## config.mk

```make
export PLATFORM = sky130hd
export DESIGN_NAME = fetch_queue
export DESIGN_NICKNAME = d
export VERILOG_FILES = /design/src/rtl/fetch_queue.sv
export SDC_FILE = /design/constraint.sdc
export NUM_CORES = 1
export LEC_CHECK = 0
export ABC_AREA = 1
export ABC_CLOCK_PERIOD_IN_PS = 7500
export CORE_ASPECT_RATIO = 1.1
export CORE_MARGIN = 1.5
export CORE_UTILIZATION = 55
export DETAILED_ROUTE_END_ITERATION = 10
export PLACE_DENSITY = 0.77
export SYNTH_ARGS = -nofsm -noshare
export SYNTH_HDL_FRONTEND = slang
export SYNTH_SLANG_ARGS = --single-unit
```

## constraint.sdc

```tcl
create_clock -name clock -period 7.5 [get_ports clock]
set_input_delay 1.5 -clock clock [delete_from_list [all_inputs] [get_ports clock]]
set_output_delay 1.5 -clock clock [all_outputs]
set_load 0.05 [all_outputs]
```

## src/rtl/fetch_queue.sv

```systemverilog
// Instruction-fetch front end: drives the instruction memory address every cycle and buffers
// returned words with their PC in a small FIFO. The FIFO feeds the instruction register
// through a valid/ready handshake. A redirect flushes buffered and in-flight words and
// restarts fetch at a new PC.
module fetch_queue #(
  parameter int unsigned DEPTH    = 4,
  parameter logic [63:0] RESET_PC = 64'd0
) (
  input  logic                     clock,
  input  logic                     reset,
  output logic [31:0]              imem_addr,
  input  logic [31:0]              imem_rdata,
  input  logic                     redirect,
  input  logic [63:0]              redirect_pc,
  input  logic                     instr_ready,
  output logic                     instr_valid,
  output logic [31:0]              instr,
  output logic [63:0]              instr_pc,
  output logic [$clog2(DEPTH):0]   count
);

  localparam int unsigned PtrW = $clog2(DEPTH);
  localparam int unsigned CntW = PtrW + 1;

  logic [63:0]     fetch_pc_q, fetch_pc_d;
  logic            issued_q, issued_d;
  logic            kill_q, kill_d;
  logic [63:0]     req_pc_q, req_pc_d;
  logic [PtrW-1:0] rd_ptr_q, rd_ptr_d;
  logic [PtrW-1:0] wr_ptr_q, wr_ptr_d;
  logic [CntW-1:0] count_q, count_d;
  logic [63:0]     mem_pc_q [DEPTH];
  logic [63:0]     mem_pc_d [DEPTH];
  logic [31:0]     mem_word_q [DEPTH];
  logic [31:0]     mem_word_d [DEPTH];
  logic [63:0]     hold_pc_q, hold_pc_d;
  logic [31:0]     hold_word_q, hold_word_d;

  logic            pop;
  logic            push;
  logic            issue;
  logic [CntW:0]   credit;

  // Outputs: head entry when present, otherwise the last value shown.
  always_comb begin
    instr_valid = (count_q != '0);
    instr_pc    = instr_valid ? mem_pc_q[rd_ptr_q] : hold_pc_q;
    instr       = instr_valid ? mem_word_q[rd_ptr_q] : hold_word_q;
    imem_addr   = fetch_pc_q[31:0];
    count       = count_q;
  end

  // Handshake and credit accounting: an issue is allowed only if its word will have a slot.
  always_comb begin
    pop    = instr_valid & instr_ready & ~redirect;
    push   = issued_q & ~kill_q & ~redirect;
    credit = {1'b0, count_q} + (CntW + 1)'(issued_q) - (CntW + 1)'(pop);
    issue  = (credit < (CntW + 1)'(DEPTH)) & ~redirect;
  end

  // Next-state logic; redirect overrides issue, push and pop.
  always_comb begin
    fetch_pc_d  = fetch_pc_q;
    issued_d    = 1'b0;
    // Redirect already clears issued_q, so no stale response can reach the FIFO.
    kill_d      = 1'b0;
    req_pc_d    = req_pc_q;
    rd_ptr_d    = rd_ptr_q;
    wr_ptr_d    = wr_ptr_q;
    count_d     = count_q;
    mem_pc_d    = mem_pc_q;
    mem_word_d  = mem_word_q;
    hold_pc_d   = instr_pc;
    hold_word_d = instr;
    if (redirect) begin
      fetch_pc_d = redirect_pc;
      rd_ptr_d   = '0;
      wr_ptr_d   = '0;
      count_d    = '0;
    end else begin
      if (issue) begin
        req_pc_d   = fetch_pc_q;
        fetch_pc_d = fetch_pc_q + 64'd4;
        issued_d   = 1'b1;
      end
      if (push) begin
        mem_pc_d[wr_ptr_q]   = req_pc_q;
        mem_word_d[wr_ptr_q] = imem_rdata;
        wr_ptr_d             = wr_ptr_q + PtrW'(1);
      end
      if (pop) begin
        rd_ptr_d = rd_ptr_q + PtrW'(1);
      end
      count_d = count_q + CntW'(push) - CntW'(pop);
    end
  end

  // Control state with synchronous active-low reset.
  always_ff @(posedge clock) begin
    if (!reset) begin
      fetch_pc_q  <= RESET_PC;
      issued_q    <= 1'b0;
      kill_q      <= 1'b0;
      req_pc_q    <= '0;
      rd_ptr_q    <= '0;
      wr_ptr_q    <= '0;
      count_q     <= '0;
      hold_pc_q   <= '0;
      hold_word_q <= '0;
    end else begin
      fetch_pc_q  <= fetch_pc_d;
      issued_q    <= issued_d;
      kill_q      <= kill_d;
      req_pc_q    <= req_pc_d;
      rd_ptr_q    <= rd_ptr_d;
      wr_ptr_q    <= wr_ptr_d;
      count_q     <= count_d;
      hold_pc_q   <= hold_pc_d;
      hold_word_q <= hold_word_d;
    end
  end

  // FIFO storage; contents are qualified by count, so no reset is needed.
  always_ff @(posedge clock) begin
    mem_pc_q   <= mem_pc_d;
    mem_word_q <= mem_word_d;
  end

endmodule
```

==> flow_summary.json <==
{
  "status": "finished clean",
  "fin_area_mm2": 0.0307,
  "grtUsageTotal": 0.276,
  "yosys.area.top_type": "edfxtp_1",
  "crit_buf_inv": 3,
  "start_util": 0.555,
  "clock_skew_ns": 0.0188,
  "met1Wirelength_mm": 29.2,
  "cts.sinks": 616,
  "drtIter0Drc": 1882,
  "clock_latency_ns": 0.61,
  "worst-setup-path-type": "flop to output port",
  "grt_pass1_wl_mm": 105,
  "crit_chain": "inv_4 > buf_4 > o21ai_0 > o22ai_1 > nand2_1 > nand2_1 > clkdlybuf4s50_1",
  "grt_pass1_vias": 19400,
  "yosys.area_share.adder": 0.00454,
  "dieHeight_um": 233,
  "crit_path_frequent_cell": "nand2_1",
  "tritoncts": "built",
  "gr-total-overflow": 0,
  "io-pin-count": 232,
  "drt-pass1-iter-count": 5,
  "hold_violations": 0,
  "drt-total-wl_mm": 68.4,
  "ctsRootBufferMaster": "clkbuf_16",
  "area_delta_synth_final_pct": 16.0,
  "slew_headroom": 0.246,
  "multi_input_area_mm2": 0.00849,
  "ys_seq_area_frac": 0.611,
  "post_drt_wl_per_cell_um": 18.2,
  "finalCriticalPeriod_ns": 5.64,
  "ys_warn_count": 0,
  "ctsHtreeMaxLevel": 2,
  "rows": 84,
  "yosys.area.top_type_share": 0.436,
  "synth_seq_cells": 616,
  "synthArstFlopShare": 0,
  "vias": 20400,
  "core_mm2": 0.0477,
  "ys_types": 28,
  "port-buffer-count": 231,
  "vdd_drop_max_v": 0.000157,
  "regArea_mm2": 0.0162,
  "crit_family": "buffers and inverters",
  "antenna_cells": 0,
  "synth_edf_count": 384,
  "drc": 0,
  "worst_slew_pin_slew_ns": 1.13,
  "avgViaCountPerCell": 5.43,
  "grt_antenna_before_repair": 1,
  "period_share": 0.752,
  "hp-class": "flop to flop",
  "route.met2.wl_mm": 32.7,
  "clk_pin_slew_worst_paths_ns": 0.06,
  "layout-drive-gt1-share": 0.0455,
  "maxCapViolations": 0,
  "synth-xor-area-share": 0.0132,
  "setup_viol": 0,
  "worst_setup_path_start_kind": "flop",
  "synth.mux.area_fraction": 0,
  "grt_setup_unrepaired": "no",
  "top_layer_used": "met4",
  "postCtsSetupRepairBufs": 0,
  "synth_cells": 2952,
  "layout_common_cells": "nand2_1, nor2_1, edfxtp_1",
  "die_area_mm2": 0.0495,
  "cp_slowest_stage_delay_ns": 0.80,
  "syn_area_mm2": 0.0265,
  "hold_buffers": 0,
  "arrival_ns": 4.14,
  "cts_made_buffers": 57,
  "fmax_mhz": 177,
  "fillers": 3913,
  "gp_congestion": 0.950,
  "ctsLongestPathBuffers": 3,
  "cts_resized": 0,
  "synthSimpleGateAreaFrac": 0.206,
  "slew_viol_final": 0,
  "avgSynthCellArea_um2": 8.97,
  "synth_ff_type": "edfxtp_1",
  "p_leak_nw": 11.9,
  "syn_nets": 3061,
  "worstPathRequired_ns": 6.00,
  "antenna_left": 0,
  "synth_compound_area_frac": 0.0960,
  "die_w_um": 212,
  "crit_path_end_kind": "output port",
  "tns_ns": 0,
  "yosys-top-cells-area": "edfxtp_1, dfxtp_1, nand2_1",
  "synth_top_family_by_area": "simple AND/OR/NAND/NOR gates",
  "nets": 3180,
  "place_hpwl_mm": 44.1,
  "final_common_cell": "nand2_1",
  "critical-path-slowest-cell": "clkdlybuf4s50_1",
  "grt_max_degree": 115,
  "crit_fanout": 84,
  "placed_area_mm2": 0.0288,
  "met3WireLength_mm": 4.38,
  "p_per_area_mw_per_mm2": 240
}
==> cells by family after synthesis <==
kind of cell,after synthesis
xor+xnor,40
flops,616
simple gates,1378
buf+inv,425
fa+ha+maj,9
compound gates,484
==> worst reg2reg max path: stages, from the launching register on <==
cell	delay, ns
dfxtp_1	0.40
nor2_1	0.10
nand2_4	0.42
nand2_2	0.15
inv_1	0.12
nand2_1	0.08
ha_1	0.32
nand2_1	0.07
inv_1	0.05
nand4_1	0.11
nand2_1	0.08
nand2_1	0.06
nand2_2	0.09
inv_2	0.05
nor2_4	0.06
buf_4	0.51
nand2_4	0.58
nand2_1	0.27
inv_1	0.07
nor2_1	0.11
==> sequential cells by signal, summed over array words and instances, names as in the netlist <==
name         count
count            3
fetch_pc_q      64
hold_pc_q       64
hold_word_q     32
issued_q         1
mem_pc_q       256
mem_word_q     128
rd_ptr_q         2
req_pc_q        64
wr_ptr_q         2
==> synth_stat cells, types with 15 or more instances <==
cell / instances
dfxtp_1: 232
nand2_1: 802
nand3_1: 154
inv_1: 229
nor2_1: 398
o22ai_1: 96
edfxtp_1: 384
clkbuf_1: 108
a21oi_1: 164
xor2_1: 39
buf_1: 15
o21ai_0: 213
buf_4: 34
buf_2: 22
==> cell type report <==
class | instances | area share
Inverter | 234 | 0.0289
Sequential cell | 616 | 0.527
Timing Repair Buffer | 251 | 0.0799
Multi-Input combinational cell | 1911 | 0.277
Clock buffer | 72 | 0.0506
Clock inverter | 35 | 0.0106
Tap cell | 645 | 0.0263
==> layer usage <==
| layer | track usage | vias up |
|---|---|---|
| li1 | - | 9934 |
| met1 | 0.378 | 9609 |
| met2 | 0.457 | 777 |
| met3 | 0.0328 | 109 |
| met4 | 0.0938 | 0 |
| met5 | 0 | - |
==> power breakdown <==
part / switching [mW] / leakage, nW / internal (mW)
registers: 0.0892 / 5.42 / 3.71
logic: 0.450 / 5.51 / 0.220
clock network: 1.27 / 0.921 / 1.62
==> path summary, 6_finish.rpt <==
check | start | to | slack (ns) | depth (start not counted)
worst max-delay path | rd_ptr_q[0]$_SDFFE_PP0P_ | instr_pc[26] | 1.86 | 7
worst min-delay path | hold_pc_q[14]$_SDFF_PN0_ | hold_pc_q[14]$_SDFF_PN0_ | 0.47 | 2
worst max register to register | count[0]$_SDFF_PP0_ | req_pc_q[52]$_SDFFE_PN0P_ | 3.73 | 19
worst min register to register | hold_pc_q[14]$_SDFF_PN0_ | hold_pc_q[14]$_SDFF_PN0_ | 0.47 | 2
==> through the flow <==
stage          instances  power (mW)  setup WS [ns]  hold slack, ns  utilization
2_1_floorplan       2952        4.30          0.852           0.448            -
3_3_place_gp        3657        4.51           2.53           0.459        0.604
3_5_place_dp        3657        4.53           2.45           0.464        0.604
4_1_cts             3764        7.39           1.79           0.474        0.643
5_1_grt             3764        7.58           1.53           0.489        0.643
6_report            3764        7.36           1.86           0.472        0.643
No activity file was read; power rests on OpenSTA's default activity.
